$ cat src/rtl/fp_mul_pkg.sv
// rtl/fp_mul_pkg.sv - shared constants and FSM state type for the mantissa multiplier
package fp_mul_pkg;

    localparam int MANT_W = 24;
    localparam int PROD_W = 2 * MANT_W;
    localparam int CNT_W  = $clog2(MANT_W);

    typedef enum logic [1:0] {
        IDLE = 2'd0,
        MUL  = 2'd1,
        DONE = 2'd2
    } state_t;

endpackage

$ cat src/rtl/shift_add_step.sv
// rtl/shift_add_step.sv - one shift-add iteration: conditional add of mcand into the upper half, then right shift
module shift_add_step
    import fp_mul_pkg::*;
(
    input  logic [PROD_W-1:0] p,
    input  logic [MANT_W-1:0] mcand,
    output logic [PROD_W-1:0] p_next
);

    logic [MANT_W:0] sum;

    always_comb begin
        // The adder carry becomes the new MSB, so no product bit is lost in the shift.
        sum    = {1'b0, p[PROD_W-1:MANT_W]} + (p[0] ? {1'b0, mcand} : {(MANT_W+1){1'b0}});
        p_next = {sum, p[MANT_W-1:1]};
    end

endmodule

$ cat src/rtl/seq_mant_mul.sv
// rtl/seq_mant_mul.sv - sequential 24x24 significand multiplier with start/done handshake
module seq_mant_mul
    import fp_mul_pkg::*;
(
    input  logic        clk,
    input  logic        rst,
    input  logic        start,
    input  logic [31:0] Abus,
    input  logic [31:0] Bbus,
    output logic        busy,
    output logic        done,
    output logic [47:0] resultbus_seq_mul
);

    state_t              state_q, state_d;
    logic [MANT_W-1:0]   mcand_q, mcand_d;
    logic [PROD_W-1:0]   p_q, p_d;
    logic [CNT_W-1:0]    cnt_q, cnt_d;
    logic [PROD_W-1:0]   result_q, result_d;
    logic [PROD_W-1:0]   p_step;

    shift_add_step u_step (
        .p      (p_q),
        .mcand  (mcand_q),
        .p_next (p_step)
    );

    always_comb begin
        state_d  = state_q;
        mcand_d  = mcand_q;
        p_d      = p_q;
        cnt_d    = cnt_q;
        result_d = result_q;

        case (state_q)
            IDLE, DONE: begin
                state_d = IDLE;
                // Hidden bit is forced to 1; sign and exponent fields are dropped here.
                if (start) begin
                    mcand_d = {1'b1, Abus[22:0]};
                    p_d     = {{MANT_W{1'b0}}, 1'b1, Bbus[22:0]};
                    cnt_d   = '0;
                    state_d = MUL;
                end
            end
            MUL: begin
                p_d   = p_step;
                cnt_d = cnt_q + 1'b1;
                if (cnt_q == CNT_W'(MANT_W - 1)) begin
                    state_d  = DONE;
                    result_d = p_step;
                end
            end
            default: state_d = IDLE;
        endcase
    end

    always_ff @(posedge clk) begin
        if (rst) begin
            state_q  <= IDLE;
            mcand_q  <= '0;
            p_q      <= '0;
            cnt_q    <= '0;
            result_q <= '0;
        end else begin
            state_q  <= state_d;
            mcand_q  <= mcand_d;
            p_q      <= p_d;
            cnt_q    <= cnt_d;
            result_q <= result_d;
        end
    end

    assign busy              = (state_q == MUL);
    assign done              = (state_q == DONE);
    assign resultbus_seq_mul = result_q;

endmodule

$ cat config.mk
export PLATFORM = sky130hd
export DESIGN_NAME = seq_mant_mul
export DESIGN_NICKNAME = d
export VERILOG_FILES = /design/src/rtl/fp_mul_pkg.sv /design/src/rtl/shift_add_step.sv /design/src/rtl/seq_mant_mul.sv
export SDC_FILE = /design/constraint.sdc
export NUM_CORES = 1
export LEC_CHECK = 0
export ABC_AREA = 0
export ABC_CLOCK_PERIOD_IN_PS = 3200
export CORE_MARGIN = 2
export CORE_UTILIZATION = 53
export CTS_CLUSTER_DIAMETER = 120
export DETAILED_ROUTE_END_ITERATION = 16
export PLACE_DENSITY = 0.8
export SETUP_SLACK_MARGIN = 0.5
export SLEW_MARGIN = 10
export SYNTH_ARGS = -nofsm -noshare
export SYNTH_HDL_FRONTEND = slang
export SYNTH_HIERARCHICAL = 1
export SYNTH_SLANG_ARGS = --single-unit
$ cat constraint.sdc
create_clock -name clk -period 3.2 [get_ports clk]
set_input_delay 0.8 -clock clk [delete_from_list [all_inputs] [get_ports clk]]
set_output_delay 0.8 -clock clk [all_outputs]
set_load 0.05 [all_outputs]
==> results_dict.tcl <==
set metrics [dict create \
    synth-edff-count 0 \
    placeableCoreArea_um2 12160 \
    placed_area_um2 7531 \
    avgSynthCellArea_um2 8.613 \
    setup_viol 0 \
    drive_gt1_frac 0.08513 \
    min_path_type "flip-flop to flip-flop" \
    synthTopCellsByCount "127 x dfxtp_1, 99 x nand2b_1, 92 x a21oi_1" \
    slew_violations 0 \
    die_area_um2 13470 \
    diodes 0 \
    maxCapViolCount 0 \
    cts_tree "yes" \
    hold_viol_final 0 \
    portBuffers 98 \
    first_pass_iters 5 \
    wl_mm 15.11 \
    fin_area_um2 8164 \
    criticalPathCategory "flip-flop to flip-flop" \
    syn2layout_area_growth_pct 22.63 \
    grt_pass1_vias 5483 \
    crit_fanout 19 \
    fin_crit_sh 0.8167 \
    async_reset_ff_frac 0 \
    yosysSeqAreaShare 0.3819 \
    cp.arrival_ns 2.96 \
    clock.fmax_ghz 0.3827 \
    antenna_found_initial 0 \
    syn-num-nets 866 \
    ys_types 56 \
    layout.cells.non_filler 1002 \
    end_kind "flip-flop" \
    ir_drop_uv 320.7 \
    post_drt_wl_per_cell_um 15.08 \
    worstMarginPinSlew_ns 0.6268 \
    post-route-drc-count 0 \
    via_count 5576 \
    io_pins 117 \
    place_congestion 0.9156 \
    power_density_nw_per_um2 469.0 \
    clk_latency_ns 0.42 \
    ant_nets 0 \
    p_leak_nw 2.987 \
    yosys_most_used_dff "dfxtp_1" \
    cts-root-buf "clkbuf_16" \
    via_per_inst 5.565 \
    cp.required_ns 3.55 \
    cts.sink_count 127 \
    cts_made_buffers 17 \
    dp_hpwl_mm 10.18 \
    first_iter_violations 353 \
    place_inst 972 \
    die_h_um 116.1 \
    yosys_warnings 6 \
    rows 40 \
    start_kind "flip-flop" \
    post-route-util 0.6713 \
    start_util 0.5474 \
    grt_max_degree 77 \
    synth_area_leaders "dfxtp_1 38%, nand2b_1 9.3%, mux2i_1 7.2%" \
    slew_headroom 0.5821 \
    finalNetCount 917 \
    fin_crit_ns 2.613 \
    rsz0062_at_grt "yes" \
    track_usage 0.2356 \
    grt-ovfl-total 0 \
    grt_pass1_wl_mm 25.17 \
    yosysTopAreaCellShare 0.3819 \
    synth_seq_cells 127 \
    yosysTopAreaCell "dfxtp_1" \
    status "complete, no violations" \
    syn_inst 773 \
    die_x_um 116.1 \
    skew_ns 0.009010 \
    cts_max_level 4 \
    cts_buffer_depth 2 \
    clk_pin_slew_ns 0.05 \
    netlist_area_um2 6658 \
    synth_most_common_cell "dfxtp_1" \
    fin_setup_tns_ns 0 \
]
==> cell families (layout without fill, tap and decap cells) <==
kind of cell | after synthesis | count (layout) | share of synthesized area
flip-flops | 127 | 127 | 0.3819
buffers and inverters | 83 | 144 | 0.07217
XOR/XNOR | 20 | 20 | 0.02631
multiplexers | 50 | 50 | 0.07611
AO/OA/AOI/OAI | 169 | 169 | 0.1581
adder cells (fa/ha/maj) | 26 | 26 | 0.04999
AND/OR/NAND/NOR | 298 | 298 | 0.2355
==> routing by layer <==
metal | track usage | wire (um) | vias to the layer above
met1 | 0.2946 | 6771 | 2642
li1 | - | - | 2746
met2 | 0.3887 | 7314 | 172
met3 | 0.07165 | 837 | 16
met4 | 0.07937 | 182 | 0
met5 | 0 | 0 | -
==> path summary, 6_finish.rpt <==
kind | slack [ns] | startpoint | cells past startpoint | to
max | 0.59 | p_q[0]$_SDFFE_PP0P_ | 10 | resultbus_seq_mul[45]$_SDFFE_PP0P_
min | 0.45 | mcand_q[20]$_SDFFE_PP0P_ | 2 | mcand_q[20]$_SDFFE_PP0P_
max reg2reg | 0.59 | p_q[0]$_SDFFE_PP0P_ | 10 | resultbus_seq_mul[45]$_SDFFE_PP0P_
min reg2reg | 0.45 | mcand_q[20]$_SDFFE_PP0P_ | 2 | mcand_q[20]$_SDFFE_PP0P_
==> timing repair <==
item,CTS,global route
endpoints found under the hold margin,0,0
hold buffers,0,0
gates cloned,0,0
resized for setup,5,12
setup endpoints to repair,4,17
setup buffers,0,1
pin swaps,1,2
==> per-stage QoR <==
step | worst slack (ns) | power, mW | hold WS [ns]
detailed placement | 0.4424 | 2.012 | 0.4419
CTS | 0.4934 | 3.856 | 0.4491
floorplan | 0.5767 | 1.912 | 0.4317
finish | 0.5867 | 3.829 | 0.4470
global placement | 0.4808 | 2.001 | 0.4393
global route | 0.4960 | 3.975 | 0.4657
==> cells in the final DEF (no fill, tap or decap), types with 3 or more instances in the layout <==
| cell type | count |
|---|---|
| a211oi_1 | 4 |
| and2_1 | 26 |
| nor2_1 | 12 |
| buf_4 | 13 |
| nand2b_1 | 97 |
| and3_1 | 4 |
| xnor2_1 | 13 |
| ha_1 | 24 |
| o21ai_1 | 4 |
| clkbuf_8 | 3 |
| a21o_1 | 8 |
| a22oi_1 | 23 |
| xor2_1 | 7 |
| clkinv_2 | 4 |
| nand4_1 | 4 |
| mux2i_1 | 48 |
| buf_12 | 3 |
| o21ai_0 | 8 |
| a221o_1 | 3 |
| nor3_1 | 5 |
| a21oi_2 | 3 |
| dfxtp_1 | 126 |
| clkdlybuf4s50_1 | 96 |
| nand2_1 | 84 |
| nand3_1 | 52 |
| clkbuf_16 | 17 |
| a21oi_1 | 91 |
==> cell type report <==
type	instances	area [um2]
fillers	983	3998
multi-input cells	563	3707
flip-flops and latches	127	2544
repair buffers	113	1134
clock buffers	22	474.2
well taps	168	210.2
clock inverters	7	87.58
inverters	2	7.507
==> flip-flops by register name (all words and copies together) (netlist names) <==
| name | count |
|---|---|
| p_q | 48 |
| resultbus_seq_mul | 48 |
| mcand_q | 24 |
| cnt_q | 5 |
| state_q | 2 |
==> critical path, stage by stage, from the launching register on <==
cell      delay (ns)
dfxtp_2         0.35
buf_8           0.16
and2_1          0.14
ha_1            0.39
a21o_1          0.26
a311oi_2        0.32
o21bai_2        0.15
a221o_1         0.34
nor3_2          0.24
nand2b_1        0.08
mux2i_1         0.12
==> power breakdown <==
| part | leakage (nW) | switching [mW] | internal [mW] |
|---|---|---|---|
| logic | 1.68 | 0.178 | 0.147 |
| registers | 1.03 | 0.0311 | 1.63 |
| clock network | 0.277 | 0.658 | 1.19 |
| total | 2.99 | 0.867 | 2.96 |
No activity file was read; power rests on OpenSTA's default activity.
